File: config.mk
export PLATFORM = sky130hd
export DESIGN_NAME = midi_msg_parser
export DESIGN_NICKNAME = d
export VERILOG_FILES = /design/src/rtl/midi_pkg.sv /design/src/rtl/midi_msg_fifo.sv /design/src/rtl/midi_msg_parser.sv
export SDC_FILE = /design/constraint.sdc
export NUM_CORES = 1
export LEC_CHECK = 0
export ABC_AREA = 1
export BUFFER_PORTS_ARGS = -buffer_cell sky130_fd_sc_hd__buf_2
export CORE_MARGIN = 3
export CORE_UTILIZATION = 67
export CTS_CLUSTER_DIAMETER = 40
export DETAILED_ROUTE_END_ITERATION = 7
export GPL_TIMING_DRIVEN = 0
export MAX_ROUTING_LAYER = met4
export PLACE_DENSITY = 0.8
export SYNTH_ARGS = -nofsm -noshare
export SYNTH_HDL_FRONTEND = slang
export SYNTH_SLANG_ARGS = --single-unit
File: constraint.sdc
create_clock -name clk -period 6.3 [get_ports clk]
set_input_delay 1.26 -clock clk [delete_from_list [all_inputs] [get_ports clk]]
set_output_delay 1.26 -clock clk [all_outputs]
set_load 0.02 [all_outputs]
File: src/rtl/midi_pkg.sv
// Shared MIDI constants, message record and status-byte length decoding
// used by the parser and its message FIFO.
package midi_pkg;

    localparam logic [7:0] NOTE_OFF    = 8'h80;
    localparam logic [7:0] NOTE_ON     = 8'h90;
    localparam logic [7:0] POLY_AT     = 8'hA0;
    localparam logic [7:0] CTRL_CHANGE = 8'hB0;
    localparam logic [7:0] PROG_CHANGE = 8'hC0;
    localparam logic [7:0] CHAN_AT     = 8'hD0;
    localparam logic [7:0] PITCH_BEND  = 8'hE0;
    localparam logic [7:0] SYSEX_START = 8'hF0;
    localparam logic [7:0] SYSEX_END   = 8'hF7;
    localparam logic [7:0] TUNE_REQ    = 8'hF6;
    localparam logic [7:0] RT_MIN      = 8'hF8;

    typedef struct packed {
        logic [7:0] status;
        logic [7:0] data1;
        logic [7:0] data2;
    } msg_t;

    typedef enum logic [1:0] {
        IDLE    = 2'd0,
        WAIT_D1 = 2'd1,
        WAIT_D2 = 2'd2,
        SYSEX   = 2'd3
    } parse_state_t;

    // Total message length in bytes including the status byte; 0 = not a message start.
    function automatic logic [1:0] msg_length(input logic [7:0] status);
        logic [1:0] len;
        len = 2'd0;
        if (!status[7]) begin
            len = 2'd0;
        end else if (status >= RT_MIN) begin
            len = 2'd1;
        end else if (status[7:4] == PROG_CHANGE[7:4] || status[7:4] == CHAN_AT[7:4]) begin
            len = 2'd2;
        end else if (status[7:4] != 4'hF) begin
            len = 2'd3;
        end else begin
            case (status[3:0])
                4'h1, 4'h3: len = 2'd2;
                4'h2:       len = 2'd3;
                4'h6:       len = 2'd1;
                default:    len = 2'd0;
            endcase
        end
        return len;
    endfunction

endpackage

File: src/rtl/midi_msg_fifo.sv
// First-word-fall-through message FIFO; head is visible whenever not empty,
// and a write is accepted while full if a read happens in the same cycle.
module midi_msg_fifo #(
    parameter int WIDTH = 26,
    parameter int DEPTH = 16
) (
    input  logic             clk,
    input  logic             reset,
    input  logic             wr_en,
    input  logic [WIDTH-1:0] wr_data,
    input  logic             rd_en,
    output logic [WIDTH-1:0] rd_data,
    output logic             empty,
    output logic             full
);

    localparam int AW = $clog2(DEPTH);
    localparam logic [AW:0] FULL_COUNT = (AW+1)'(DEPTH);

    logic [WIDTH-1:0] mem [DEPTH];
    logic [AW-1:0]    wr_ptr_reg;
    logic [AW-1:0]    rd_ptr_reg;
    logic [AW:0]      count_reg;
    logic             do_rd;
    logic             do_wr;

    assign empty   = (count_reg == '0);
    assign full    = (count_reg == FULL_COUNT);
    assign do_rd   = rd_en && !empty;
    assign do_wr   = wr_en && (!full || do_rd);
    assign rd_data = empty ? '0 : mem[rd_ptr_reg];

    always_ff @(posedge clk) begin
        if (do_wr) begin
            mem[wr_ptr_reg] <= wr_data;
        end
    end

    always_ff @(posedge clk or negedge reset) begin
        if (!reset) begin
            wr_ptr_reg <= '0;
            rd_ptr_reg <= '0;
            count_reg  <= '0;
        end else begin
            if (do_wr) begin
                wr_ptr_reg <= wr_ptr_reg + AW'(1);
            end
            if (do_rd) begin
                rd_ptr_reg <= rd_ptr_reg + AW'(1);
            end
            case ({do_wr, do_rd})
                2'b10:   count_reg <= count_reg + (AW+1)'(1);
                2'b01:   count_reg <= count_reg - (AW+1)'(1);
                default: count_reg <= count_reg;
            endcase
        end
    end

endmodule

File: src/rtl/midi_msg_parser.sv
// MIDI byte-stream parser: frames status/data bytes (running status, SysEx skip,
// real-time interleave), filters by channel and queues messages in a FWFT FIFO.
module midi_msg_parser
    import midi_pkg::*;
#(
    parameter int          FIFO_DEPTH    = 16,
    parameter logic [15:0] CHANNEL_MASK  = 16'hFFFF,
    parameter bit          DROP_REALTIME = 1'b0,
    parameter bit          NOTE_OFF_NORM = 1'b1
) (
    input  logic        clk,
    input  logic        reset,
    input  logic [7:0]  byte_in,
    input  logic        byte_valid,
    output logic [23:0] msg_out,
    output logic [1:0]  msg_len,
    input  logic        rd_en,
    output logic        empty,
    output logic        full,
    output logic        overflow
);

    parse_state_t state_reg;
    logic [7:0]   status_reg;
    logic [7:0]   data1_reg;
    logic [1:0]   len_reg;
    logic         push_reg;
    msg_t         push_msg_reg;
    logic [1:0]   push_len_reg;
    logic         overflow_reg;

    msg_t         done_msg;
    logic         done_keep;
    parse_state_t done_state;
    logic [25:0]  fifo_rd_data;

    // Message that would be completed by the current data byte.
    always_comb begin
        done_msg        = '0;
        done_msg.status = status_reg;
        if (state_reg == WAIT_D2) begin
            done_msg.data1 = data1_reg;
            done_msg.data2 = byte_in;
        end else begin
            done_msg.data1 = byte_in;
            done_msg.data2 = 8'h00;
        end
        if (NOTE_OFF_NORM && status_reg[7:4] == NOTE_ON[7:4] &&
            state_reg == WAIT_D2 && byte_in == 8'h00) begin
            done_msg.status = {NOTE_OFF[7:4], status_reg[3:0]};
            done_msg.data2  = 8'h40;
        end
        done_keep  = (status_reg >= SYSEX_START) || CHANNEL_MASK[status_reg[3:0]];
        // Voice messages keep running status; system common does not.
        done_state = (status_reg < SYSEX_START) ? WAIT_D1 : IDLE;
    end

    always_ff @(posedge clk or negedge reset) begin
        if (!reset) begin
            state_reg    <= IDLE;
            status_reg   <= 8'h00;
            data1_reg    <= 8'h00;
            len_reg      <= 2'd0;
            push_reg     <= 1'b0;
            push_msg_reg <= '0;
            push_len_reg <= 2'd0;
            overflow_reg <= 1'b0;
        end else begin
            push_reg <= 1'b0;
            if (byte_valid) begin
                if (byte_in >= RT_MIN) begin
                    if (!DROP_REALTIME) begin
                        push_reg     <= 1'b1;
                        push_msg_reg <= '{status: byte_in, data1: 8'h00, data2: 8'h00};
                        push_len_reg <= 2'd1;
                    end
                end else if (byte_in[7]) begin
                    if (byte_in < SYSEX_START) begin
                        status_reg <= byte_in;
                        len_reg    <= msg_length(byte_in);
                        state_reg  <= WAIT_D1;
                    end else if (byte_in == SYSEX_START) begin
                        state_reg <= SYSEX;
                    end else if (byte_in == SYSEX_END) begin
                        if (state_reg == SYSEX) begin
                            state_reg <= IDLE;
                        end
                    end else if (state_reg != SYSEX) begin
                        case (byte_in)
                            8'hF1, 8'hF2, 8'hF3: begin
                                status_reg <= byte_in;
                                len_reg    <= msg_length(byte_in);
                                state_reg  <= WAIT_D1;
                            end
                            TUNE_REQ: begin
                                push_reg     <= 1'b1;
                                push_msg_reg <= '{status: byte_in, data1: 8'h00, data2: 8'h00};
                                push_len_reg <= 2'd1;
                                state_reg    <= IDLE;
                            end
                            default: state_reg <= IDLE;
                        endcase
                    end
                end else begin
                    case (state_reg)
                        WAIT_D1: begin
                            if (len_reg == 2'd3) begin
                                data1_reg <= byte_in;
                                state_reg <= WAIT_D2;
                            end else begin
                                push_reg     <= done_keep;
                                push_msg_reg <= done_msg;
                                push_len_reg <= len_reg;
                                state_reg    <= done_state;
                            end
                        end
                        WAIT_D2: begin
                            push_reg     <= done_keep;
                            push_msg_reg <= done_msg;
                            push_len_reg <= len_reg;
                            state_reg    <= done_state;
                        end
                        default: ;
                    endcase
                end
            end
            if (push_reg && full && !rd_en) begin
                overflow_reg <= 1'b1;
            end
        end
    end

    midi_msg_fifo #(
        .WIDTH (26),
        .DEPTH (FIFO_DEPTH)
    ) u_fifo (
        .clk     (clk),
        .reset   (reset),
        .wr_en   (push_reg),
        .wr_data ({push_len_reg, push_msg_reg}),
        .rd_en   (rd_en),
        .rd_data (fifo_rd_data),
        .empty   (empty),
        .full    (full)
    );

    assign msg_out  = fifo_rd_data[23:0];
    assign msg_len  = fifo_rd_data[25:24];
    assign overflow = overflow_reg;

endmodule
==> reports/summary.md, run 1 <==
STA classifies the critical path endpoint as an output pin. The run gives 13440 as the count of vias placed by the detailed router. The routed length per placed instance was 25.37 µm; the detailed placement HPWL was 32380 µm. Setup repair after global routing left no endpoint under its margin. The post-synthesis register bit count works out to 476. For the final clock skew, the log shows 0.02730 ns.

The logs give 0 for the final antenna diode count and 1524 for the synthesized instance count. The primary flip-flop cell chosen by synthesis mapping was sky130_fd_sc_hd__edfxtp_1. Counting distinct cell types in the post-synthesis netlist gives 37. The worst setup slack after layout was 1.766 ns. Buffer cell driving the clock tree root: sky130_fd_sc_hd__clkbuf_16. In this run, the number of DRC markers left after iteration 0 of detailed routing was 2197. Initial antenna violation count: 0.

The ratio of routed vias to standard cells came out at 6.595. The sum of internal, switching and leakage power came out at 10.74 mW. The tightest min-delay check is of the register to register type. The sequential area share after synthesis was 72.91%; the net count of the mapped netlist was 1545. The final count of negative-setup-slack endpoints came out at 0. The clock passes through at most 3 buffers. The number of rows in the core area is 61.

At the end of the flow, the number of nets in the layout was 1640. 41 I/O pins were placed. Worst hold margin: 0.4823 ns.

From synthesis to final layout, the design area changed by 13.25%. Power spread over the standard cell area amounts to 494.3 nW/µm². Library cell occupying the most area in the post-synthesis netlist: sky130_fd_sc_hd__edfxtp_1.

For the finished layout cell area, the log shows 21740 µm². In this run the standard cell core region covers 28010 µm². At the placement stage, the worst setup path has a slack of 2.544 ns. After detailed routing, the wire length on met1 is 18170 µm.

For the worst-skew pair, the clock arrives at the later sink with an insertion delay of 0.57 ns. The routed design uses 6173 µm of met3 wire. Data on the critical path is required at its endpoint by 5.04 ns. For the pin with the worst max-slew slack, the measured transition is 1.043 ns. Clock tree synthesis found a total of 476 sinks. Across the VDD grid, the largest voltage drop is 0.3171 mV. The mean instance size in the synthesized netlist was 12.59 µm². In the detailed route, the total length drawn on met2 is 25270 µm.

The worst path needs 4.534 ns of the cycle, external delays included. The maximum number of pins on one net before global-route repair is 61. In this run the worst path has a maximum fanout of 10.

By area the synthesized netlist is led by sky130_fd_sc_hd__edfxtp_1 (65%), sky130_fd_sc_hd__dfrtp_1 (7.8%), sky130_fd_sc_hd__o21ai_0 (6.4%). At the worst endpoint, the arrival time is 3.27 ns. The logs give 0 for the total number of yosys warnings and 13480 for the via count of the first global-routing pass. TritonCTS built the clock tree.

Cells fill 77.60% of the core in the end. The number of buffers created by CTS is 49, and the portion of the clock cycle consumed by the worst path in the final layout is 71.97%. Summed over all failing endpoints, the final setup total negative slack is 0 ns. The flow ran to the end, and the final reports show no timing, DRC or antenna violations. The register clock-pin slew on the reported worst setup and hold paths works out to 0.06 ns.

Among all cell types in the netlist, the one instantiated most often is sky130_fd_sc_hd__edfxtp_1. The maximum clock rate came out at 0.2206 GHz. The leakage power is 7.633 nW, and the count of nets left with antenna violations after detail routing is 0. The logs give 0 for the final routed DRC violation total and 2 for the number of H-tree branching levels.

For this block, the routed nets add up to 51710 µm of wire. The buffers inserted during post-CTS setup optimization was 0; the floorplan die height was 175.3 µm. The fraction of final layout cells sized beyond drive strength 1 is 11.93%, and the first-pass GRT wire length is 78050 µm. Gate family responsible for the most delay along the worst path: buffers and inverters. Gates resized during post-CTS repair numbered 0. The critical path is of the register to output pin type. Global routing used 34.93% of the available tracks across all layers.

Once the floorplan was initialized, standard cells occupied 68.52% of the core. The slowest stage of the critical path belongs to the cell sky130_fd_sc_hd__dfrtp_1. The total cell area at the placement stage is 20070 µm². After synthesis, the most frequently instantiated cells are sky130_fd_sc_hd__edfxtp_1 (416), sky130_fd_sc_hd__nor2_1 (275), sky130_fd_sc_hd__o21ai_0 (244), sky130_fd_sc_hd__nand2_1 (124), sky130_fd_sc_hd__o221ai_1 (70).

Routed signal wires occupy layers up through met4. The tools report the die area as 30710 µm². The pre-antenna-repair detailed-routing pass consisted of 6 iterations.

The headroom to the max-slew limit is 30.28%, and the post-synthesis instance area is 19190 µm². The share of flip-flops with an asynchronous set or reset is 12.61%, and the final instance count without filler cells is 2038. The number of enable-type register cells in the synthesized netlist works out to 416.

The fraction of synthesized cell area taken by the top area cell type was 65.09%; the final number of hold-violating endpoints was 0. Walking the worst path, the cells encountered are inv_2 > buf_4 > clkbuf_1 > o21ai_0 > o221ai_1 > nand3_1 > a21oi_1 > buf_2. The width of the chip came out at 175.3 µm. For the count of placed standard cells including taps, the log shows 1946. The max-capacitance violation count came out at 0. The worst setup path is launched from a register.

The run gives 0 as the number of max-slew violations in the final report. Counting both buffers and inverters, the worst setup path holds a total of 4. In this run the tool buffered the top-level ports with 40 buffer cells. The number of buffers inserted for hold repair after clock tree synthesis is 0, and the final weighted congestion in routability-driven placement is 0.9133.

The largest single stage delay on the critical path is 0.54 ns. The tools report the total overflow reported by the global router as 0. The register with the most flip-flops in the layout has 416 of them.
==> layout make-up <==
class | instances | area (µm²)
well taps | 378 | 473.0
flip-flops and latches | 476 | 13990
repair buffers | 44 | 290.3
clock buffers | 64 | 1378
multi-input cells | 905 | 4634
plain buffers | 97 | 511.7
clock inverters | 28 | 282.8
fillers | 1645 | 6275
inverters | 46 | 172.7
==> layout by cell type (no fill, tap or decap), drive strengths merged, types with 2 or more instances in the layout <==
master,count
dfrtp,60
bufinv,4
o22ai,34
a21oi,28
nand2,126
o221ai,70
clkinv,17
clkbuf,115
xor2,8
edfxtp,416
ha,9
inv,49
buf,90
or2,3
o21ai,280
a211oi,2
nor3,3
nand4,9
nor2,276
nand3,51
clkinvlp,4
==> final timing paths <==
kind / from / to / slack (ns) / cells past startpoint
max: u_fifo.rd_ptr_reg[1]$_DFFE_PN0N_ / msg_out[17] / 1.77 / 8
min: status_reg[1]$_DFFE_PN0P_ / status_reg[1]$_DFFE_PN0P_ / 0.48 / 2
max reg2reg: u_fifo.count_reg[2]$_DFFE_PN0P_ / u_fifo.mem[5][18]$_DFFE_PP_ / 3.82 / 8
min reg2reg: status_reg[1]$_DFFE_PN0P_ / status_reg[1]$_DFFE_PN0P_ / 0.48 / 2
max in group asynchronous: reset / status_reg[6]$_DFFE_PN0P_ / 4.98 / 1
min in group asynchronous: reset / u_fifo.wr_ptr_reg[2]$_DFFE_PN0P_ / 0.77 / 1
==> tightest hold or removal path: cells and delay by family, from the launching register on <==
kind            cells  cell delay (ns)
simple gates        1             0.05
compound gates      1             0.06
flops               1             0.34
==> power by group <==
group	switching, mW	leakage, nW	internal, mW
clock network	1.22	0.801	1.72
registers	0.361	4.64	3.84
logic	2.59	2.19	1.02
==> routing by layer <==
layer | vias up | global-route usage, %
li1 | 5803 | -
met1 | 6416 | 44.16
met2 | 1032 | 55.68
met3 | 189 | 7.090
met4 | 0 | 15.49
met5 | - | -
==> kinds of logic after synthesis <==
family	after synthesis	synth area share, %
DFF	476	72.91
buffers and inverters	143	3.566
adders and majority gates	9	0.5868
and+or+nand+nor	469	9.851
xor gates and xnor gates	9	0.4107
AOI/OAI and AO/OA	418	12.67
No activity file was read; power rests on OpenSTA's default activity.
==> run 2, diff against run 1 <==
--- a/config.mk
+++ b/config.mk
@@ -8,12 +8,12 @@
 export ABC_AREA = 1
 export BUFFER_PORTS_ARGS = -buffer_cell sky130_fd_sc_hd__buf_2
 export CORE_MARGIN = 3
-export CORE_UTILIZATION = 67
+export CORE_UTILIZATION = 62
 export CTS_CLUSTER_DIAMETER = 40
 export DETAILED_ROUTE_END_ITERATION = 7
 export GPL_TIMING_DRIVEN = 0
 export MAX_ROUTING_LAYER = met4
-export PLACE_DENSITY = 0.8
+export PLACE_DENSITY = 0.75
 export SYNTH_ARGS = -nofsm -noshare
 export SYNTH_HDL_FRONTEND = slang
 export SYNTH_SLANG_ARGS = --single-unit
==> constraint.sdc (replaced) <==
create_clock -name clk -period 4.7 [get_ports clk]
set_input_delay 0.94 -clock clk [delete_from_list [all_inputs] [get_ports clk]]
set_output_delay 0.94 -clock clk [all_outputs]
set_load 0.02 [all_outputs]
==> run 2 against run 1 <==
- first-iteration DRC count decreased by 23%
- highest routed layer unchanged
- critical path depth stayed put
- critical endpoint is now msg_out[22]
- largest power group unchanged
- register-to-register slack worse by 1.6 ns
- die area increased by 7.8%
- cell count up 0.88%
- count of clock-buffer cells in the layout up 4
- critical path type unchanged
==> reports/summary.md, run 2 (synthesized netlist as in run 1, its figures left out) <==
The number of buffers created by CTS came out at 52 (was 49). The initial antenna violation count came out at 0 (unchanged). The maximum clock path buffer count is 3 (unchanged), and the multi-input logic area is 4634 µm² (unchanged). The total cell area at the placement stage was 20200 µm² (was 20070 µm²); the portion of the clock cycle consumed by the worst path in the final layout was 88.82%. The power density normalized to cell area works out to 651.8 nW/µm² (was 494.3 nW/µm²). The via count of the first global-routing pass was 13220 (was 13480); the number of flip-flops under the largest register name was 416 (unchanged). The worst min-delay path class was input port to asynchronous set/reset pin (was register to register). The number of rows in the core area came out at 63 (was 61). The data required time of the worst path is 3.76 ns (was 5.04 ns), and the register clock-pin slew on the reported worst setup and hold paths is 0.06 ns (about the same). The tools report the final routed DRC violation total as 0 (unchanged).

The highest net fanout along the worst path was 10 (unchanged); the ratio of routed vias to standard cells was 6.494 (was 6.595). Commonest non-fill, non-tap cell in the layout: sky130_fd_sc_hd__edfxtp_1 (unchanged). The worst path in the final design needs a cycle of 4.174 ns, including I/O delays and setup. Number of max-slew violations in the final report: 0 (unchanged).

The headroom to the max-slew limit was 29.41% (was 30.28%). The logs give 3.23 ns (was 3.27 ns) for the data arrival at the endpoint of the critical path and 0 (unchanged) for the post-cts sizing count. For the final clock skew, the log shows 0.02750 ns (was 0.02730 ns). The length of routed wiring on met1 came out at 19100 µm (was 18170 µm). The finished layout cell area came out at 21760 µm² (was 21740 µm²).

The endpoint kind of the worst setup timing path was an output pin (unchanged). The number of nets in the final layout was 1647 (was 1640). Type of element launching the critical path: a register (unchanged). The final antenna diode count was 0 (unchanged). The logs give 30110 µm² (was 28010 µm²) for the core box area and 13990 µm² (unchanged) for the sequential cell area.

The run gives 7.637 nW (was 7.633 nW) as the leakage power. The maximum clock rate was 0.2396 GHz; the width of the chip was 181.9 µm (was 175.3 µm). The run gives 51870 µm (was 51710 µm) as the detailed-route wire length. The tools report the number of buffers inserted for hold repair after clock tree synthesis as 0 (unchanged). For the buffers inserted during post-CTS setup optimization, the log shows 0 (unchanged). The I/O pin total came out at 41 (unchanged).

The tools report the number of sinks on the clock net as 476 (unchanged). The tools report the sum of internal, switching and leakage power as 14.19 mW (was 10.74 mW). Kind of critical path: register to output pin (unchanged).

The run gives 0 (unchanged) as the final number of hold-violating endpoints. The peak supply drop is 0.3274 mV (was 0.3171 mV), and the worst-margin pin slew is 1.056 ns (was 1.043 ns). Final count of negative-setup-slack endpoints: 0 (unchanged). The reg-to-reg startpoint was u_fifo.count_reg[2]$_DFFE_PN0P_ (unchanged).

The count of vias placed by the detailed router is 13350 (was 13440), and the fraction of final layout cells sized beyond drive strength 1 is 12.18% (was 11.93%). The run finished with clean final reports. The number of search-and-repair iterations in the first detailed-routing pass is 6 (unchanged). Die area: 33100 µm² (was 30710 µm²).

Launch point of the worst path: u_fifo.rd_ptr_reg[1]$_DFFE_PN0N_ (unchanged). Commonest cells after routing, fill and taps aside: sky130_fd_sc_hd__edfxtp_1 (416), sky130_fd_sc_hd__nor2_1 (259), sky130_fd_sc_hd__o21ai_0 (244), sky130_fd_sc_hd__nand2_1 (124), sky130_fd_sc_hd__o221ai_1 (70) (unchanged). The tools report the met2 wire length as 25360 µm (was 25270 µm).

The number of port buffers was 40 (unchanged); the detailed placement HPWL was 33060 µm (was 32380 µm). The tools report the number of violations reported at the end of detailed-routing iteration 0 as 1698 (was 2197). The floorplan die height is 181.9 µm (was 175.3 µm), and the max-capacitance violation count is 0 (unchanged).

The final weighted congestion in routability-driven placement is 0.9342 (was 0.9133). The logs give 0 (unchanged) for the count of nets left with antenna violations after detail routing and 63.74% (was 68.52%) for the starting density of the core. The buffer cell driving the clock tree root is sky130_fd_sc_hd__clkbuf_16 (unchanged). The clock latency on the worst-skew pair was 0.57 ns (about the same); the routed length per placed instance was 25.23 µm (was 25.37 µm). The first-pass GRT wire length was 78310 µm (was 78050 µm). The top layer used by detailed routing was met4 (unchanged). The final-layout setup total negative slack is 0 ns (unchanged), and the total overflow reported by the global router is 0 (unchanged). The run gives 5598 µm (was 6173 µm) as the met3 wire length. Setup repair after global routing left no endpoint under its margin.

The area growth from synthesis to layout was 13.40% (was 13.25%). Global-route usage over all layers: 32.23% (was 34.93%). TritonCTS built the clock tree. The tools report the maximum number of pins on one net before global-route repair as 61 (unchanged). The final-layout fill cell count was 1970 (was 1645). The run gives 2 (unchanged) as the number of H-tree branching levels.
-- run 2: cell count changes in the layout (fill, tap and decap cells not counted), moves of 2 or more --
cell                        delta
sky130_fd_sc_hd__clkinv_2      +5
sky130_fd_sc_hd__bufinv_16     -4
sky130_fd_sc_hd__buf_16        +4
sky130_fd_sc_hd__clkinv_1      -2
sky130_fd_sc_hd__clkbuf_1      +3
-- run 2: final cells by class --
| type | instances | share of cell area (%) |
|---|---|---|
| multi-input cells | 905 | 21.29 |
| flip-flops and latches | 476 | 64.30 |
| repair buffers | 48 | 1.840 |
| well taps | 390 | 2.242 |
| clock inverters | 26 | 0.7359 |
| clock buffers | 68 | 6.445 |
| inverters | 46 | 0.7934 |
| plain buffers | 97 | 2.351 |
-- run 2: report_power, final --
| group | internal (mW) | switching (mW) |
|---|---|---|
| sequential | 5.14 | 0.481 |
| combinational | 1.37 | 3.45 |
| clock | 2.11 | 1.63 |
-- run 2: path summary, 6_finish.rpt --
path / to / slack [ns] / cells past startpoint
worst max register to register: u_fifo.mem[15][17]$_DFFE_PP_ / 2.18 / 8
max in group asynchronous: status_reg[4]$_DFFE_PN0P_ / 3.67 / 1
min in group clk: u_fifo.count_reg[4]$_DFFE_PN0P_ / 0.48 / 2
worst min register to register: u_fifo.count_reg[4]$_DFFE_PN0P_ / 0.48 / 2
worst min-delay path: state_reg[0]$_DFFE_PN0P_ / 0.48 / 1
worst max-delay path: msg_out[22] / 0.53 / 8
-- run 2: critical path, stage by stage, from the launching register on --
cell and delay (ns):
sky130_fd_sc_hd__dfrtp_1 0.55, sky130_fd_sc_hd__inv_2 0.24, sky130_fd_sc_hd__buf_4 0.24, sky130_fd_sc_hd__clkbuf_1 0.45, sky130_fd_sc_hd__o21ai_0 0.17, sky130_fd_sc_hd__o221ai_1 0.30, sky130_fd_sc_hd__nand3_1 0.19, sky130_fd_sc_hd__a21oi_1 0.31
sky130_fd_sc_hd__buf_2 0.23
-- run 2: metrics by stage --
stage / util (%) / std cells / hold WS [ns] / worst slack, ns
after global routing: 72.28 / 2056 / 0.5017 / 0.5581
after floorplan: - / 1524 / 0.4478 / 1.834
after detailed placement: 67.09 / 1962 / 0.4765 / 1.301
after CTS: 72.28 / 2056 / 0.4881 / 0.7151
final: 72.28 / 2056 / 0.4783 / 0.5256
after global placement: 66.02 / 1954 / 0.4534 / 0.4874
-- run 2: metal layers --
layer | GRT usage, % | up-vias
met5 | - | -
met4 | 11.24 | 0
met1 | 41.92 | 6444
li1 | - | 5827
met2 | 51.98 | 917
met3 | 5.809 | 163
==> run 3, diff against run 2 <==
--- a/config.mk
+++ b/config.mk
@@ -12,7 +12,6 @@
 export CTS_CLUSTER_DIAMETER = 40
 export DETAILED_ROUTE_END_ITERATION = 7
 export GPL_TIMING_DRIVEN = 0
-export MAX_ROUTING_LAYER = met4
 export PLACE_DENSITY = 0.75
 export SYNTH_ARGS = -nofsm -noshare
 export SYNTH_HDL_FRONTEND = slang
==> run 3 against run 2 <==
- first-iteration DRC count up 7.3%
- cell count barely moved
- critical path depth up 1
- worst hold slack improved by 0.0042 ns
- via count decreased by 0.28%
- worst setup slack lost 0.024 ns
- clock power rose by 5.9%
- utilization up 0.48 points
- non-clock buffer count grew 1
- critical path type unchanged
- total power rose by 1.7%
- count of clock-buffer cells in the layout fell by 11
- clock skew down 0.0025 ns
==> reports/summary.md, run 3 (synthesized netlist as in run 1, its figures left out) <==
The endpoint of the worst register-to-register path is u_fifo.mem[1][24]$_DFFE_PP_ (was u_fifo.mem[15][17]$_DFFE_PP_). The count of vias placed by the detailed router is 13310 (was 13350). The final number of hold-violating endpoints was 0 (unchanged). The met1 track demand over resource in global routing was 41.82% (was 41.92%); the number of port buffers was 40 (unchanged). The run gives 0.2382 GHz (was 0.2396 GHz) as the maximum clock rate. The routing layer with the top usage in global route is met2 (unchanged). The post-cts sizing count was 0 (unchanged); the headroom to the max-slew limit was 29.64% (was 29.41%). The number of sinks on the clock net was 476 (unchanged); the area growth from synthesis to layout was 14.15% (was 13.40%).

The flow ran to the end, and the final reports show no timing, DRC or antenna violations. For the clock latency on the worst-skew pair, the log shows 0.56 ns (was 0.57 ns). The tools report the reg-to-reg startpoint as u_fifo.count_reg[2]$_DFFE_PN0P_ (unchanged). Number of buffers created by CTS: 51 (was 52). The net load switching power was 5.553 mW (was 5.558 mW).

The final antenna diode count is 0 (unchanged), and the final routed DRC violation total is 0 (unchanged). The logs give 6 (unchanged) for the number of search-and-repair iterations in the first detailed-routing pass and 33.6% (was 34.0%) for the combinational power share. Commonest non-fill, non-tap cell in the layout: sky130_fd_sc_hd__edfxtp_1 (unchanged).

The clock network fraction of total power was 27.5% (was 26.4%). The floorplan die height was 181.9 µm (unchanged). Kind of critical path: register to output pin (unchanged). The tools report the final clock skew as 0.02500 ns (was 0.02750 ns). The routed length per placed instance was 25.22 µm (was 25.23 µm). The worst setup slack after layout was 0.5016 ns (was 0.5256 ns). The portion of the clock cycle consumed by the worst path in the final layout was 89.33% (was 88.82%). Commonest cells after routing, fill and taps aside: sky130_fd_sc_hd__edfxtp_1 (416), sky130_fd_sc_hd__nor2_1 (259), sky130_fd_sc_hd__o21ai_0 (244), sky130_fd_sc_hd__nand2_1 (124), sky130_fd_sc_hd__o221ai_1 (70) (unchanged). The run gives 77630 µm (was 78310 µm) as the first-pass GRT wire length.

The final weighted congestion in routability-driven placement came out at 0.9150 (was 0.9342). Number of rows in the core area: 63 (unchanged). The logic depth of the worst register-to-register path was 8 (unchanged). The tools report the endpoint kind of the worst setup timing path as an output pin (unchanged).

For the peak supply drop, the log shows 0.3260 mV (was 0.3274 mV). The run gives 51.83% (was 51.98%) as the met2 usage. The final core area utilization was 72.76% (was 72.28%).

The total overflow reported by the global router was 0 (unchanged); the count of placed standard cells including taps was 1963 (was 1962). The global-route track usage on met3 is 6.370% (was 5.809%). The setup slack on the worst flop-to-flop path was 2.15 ns (was 2.18 ns); the final-layout setup total negative slack was 0 ns (unchanged).

The final instance count without filler cells is 2055 (was 2056), and the I/O pin total is 41 (unchanged). TritonCTS built the clock tree. The final-layout fill cell count was 1966 (was 1970). Worst min-delay path class: input port to asynchronous set/reset pin (unchanged).

The fraction of power consumed by sequential logic came out at 39.0% (was 39.6%). The register clock-pin slew on the reported worst setup and hold paths was 0.06 ns (about the same); the buffers inserted during post-CTS setup optimization was 0 (unchanged). Initial antenna violation count: 0 (unchanged). The data required time of the worst path came out at 3.76 ns (about the same). Data arrival at the endpoint of the critical path: 3.26 ns (was 3.23 ns). The detailed placement HPWL was 33140 µm (was 33060 µm); the via count of the first global-routing pass was 13130 (was 13220). Leakage power: 7.716 nW (was 7.637 nW).

The fraction of final layout cells sized beyond drive strength 1 was 12.43% (was 12.18%); the highest net fanout along the worst path was 10 (unchanged). The tools report the die area as 33100 µm² (unchanged). The post-route minimum period was 4.198 ns (was 4.174 ns). The worst-case setup slack after placement is 1.267 ns (was 1.301 ns), and the internal portion of total power is 8.875 mW (was 8.627 mW). The number of buffers inserted for hold repair after clock tree synthesis is 0 (unchanged), and the maximum number of pins on one net before global-route repair is 61 (unchanged).

The final count of negative-setup-slack endpoints is 0 (unchanged). The width of the chip is 181.9 µm (unchanged), and the maximum clock path buffer count is 3 (unchanged). The power density normalized to cell area was 658.5 nW/µm² (was 651.8 nW/µm²). Worst-margin pin slew: 1.053 ns (was 1.056 ns). The count of nets left with antenna violations after detail routing is 0 (unchanged). The starting density of the core was 63.74% (unchanged); the core box area was 30110 µm² (unchanged).

The switching share of power was 38.48% (was 39.18%). Setup repair after global routing left no endpoint under its margin. The number of flip-flops under the largest register name was 416 (unchanged); the number of H-tree branching levels was 2 (unchanged). The max-capacitance violation count is 0 (unchanged). The type of element launching the critical path is a register (unchanged). The ratio of routed vias to standard cells was 6.478 (was 6.494); the sum of internal, switching and leakage power was 14.43 mW (was 14.19 mW). The buffer cell driving the clock tree root is sky130_fd_sc_hd__clkbuf_16 (unchanged). The number of violations reported at the end of detailed-routing iteration 0 was 1822 (was 1698); the global-route usage over all layers was 31.20% (was 32.23%). The logs give 1647 (unchanged) for the number of nets in the final layout and 51840 µm (was 51870 µm) for the detailed-route wire length.

The number of max-slew violations in the final report came out at 0 (unchanged).
## run 3: cell types whose count changed in the layout (fill, tap and decap cells not counted), moves of 2 or more
cell	before	now
sky130_fd_sc_hd__clkinv_1	6	10
sky130_fd_sc_hd__clkinvlp_4	5	2
sky130_fd_sc_hd__inv_6	5	3
sky130_fd_sc_hd__bufinv_16	0	6
sky130_fd_sc_hd__clkbuf_1	64	55
sky130_fd_sc_hd__clkinv_8	0	2
sky130_fd_sc_hd__clkbuf_16	53	51
## run 3: routing by layer
layer	part of all wire, %	up-vias
li1	-	5825
met1	37	6489
met2	49	869
met3	11	130
met4	3.0	0
met5	0	-
## run 3: power groups by stage
stage / Combinational, mW / Sequential, mW / Clock [mW]
6_report: 4.84 / 5.62 / 3.96
5_1_grt: 5.18 / 5.65 / 4.18
4_1_cts: 4.75 / 5.60 / 3.96
3_5_place_dp: 4.69 / 5.68 / 0
3_3_place_gp: 4.50 / 5.66 / 0
2_1_floorplan: 2.94 / 5.47 / 0
## run 3: worst max-delay path, cell delays in order, from the launching register on
cell	delay, ns
sky130_fd_sc_hd__dfrtp_1	0.54
sky130_fd_sc_hd__inv_2	0.24
sky130_fd_sc_hd__clkbuf_1	0.58
sky130_fd_sc_hd__o21ai_0	0.21
sky130_fd_sc_hd__o22ai_1	0.28
sky130_fd_sc_hd__nor2_1	0.08
sky130_fd_sc_hd__nor2_1	0.12
sky130_fd_sc_hd__o21ai_1	0.12
sky130_fd_sc_hd__a21oi_1	0.31
sky130_fd_sc_hd__buf_2	0.23
## run 3: how the worst max path moves through the flow
stage	end	slack, ns	depth (start not counted)	startpoint
after floorplan	u_fifo.mem[11][0]$_DFFE_PP_	1.83	6	rd_en
after global placement	u_fifo.mem[3][12]$_DFFE_PP_	0.48	7	rd_en
after detailed placement	msg_len[0]	1.27	9	u_fifo.rd_ptr_reg[1]$_DFFE_PN0N_
after CTS	msg_len[0]	0.67	9	u_fifo.rd_ptr_reg[1]$_DFFE_PN0N_
after global routing	msg_len[0]	0.39	9	u_fifo.rd_ptr_reg[1]$_DFFE_PN0N_
final	msg_len[0]	0.50	9	u_fifo.rd_ptr_reg[1]$_DFFE_PN0N_
## run 3: through the flow
stage / hold WS (ns) / instance area [µm²]
final: 0.4825 / 21910
after detailed placement: 0.4726 / 20230
after floorplan: 0.4478 / 19190
after CTS: 0.4873 / 21910
after global routing: 0.5138 / 21910
after global placement: 0.4534 / 19880
## run 3: layout make-up
type	instances	area [µm²]	share of cell area, %
sequential	476	13990	63.87
multi-input combinational	905	4634	21.15
clock buffer	57	1319	6.019
buffer	97	511.7	2.336
tap	390	488.0	2.227
timing repair buffer	49	427.9	1.953
clock inverter	35	361.6	1.650
inverter	46	172.7	0.7881
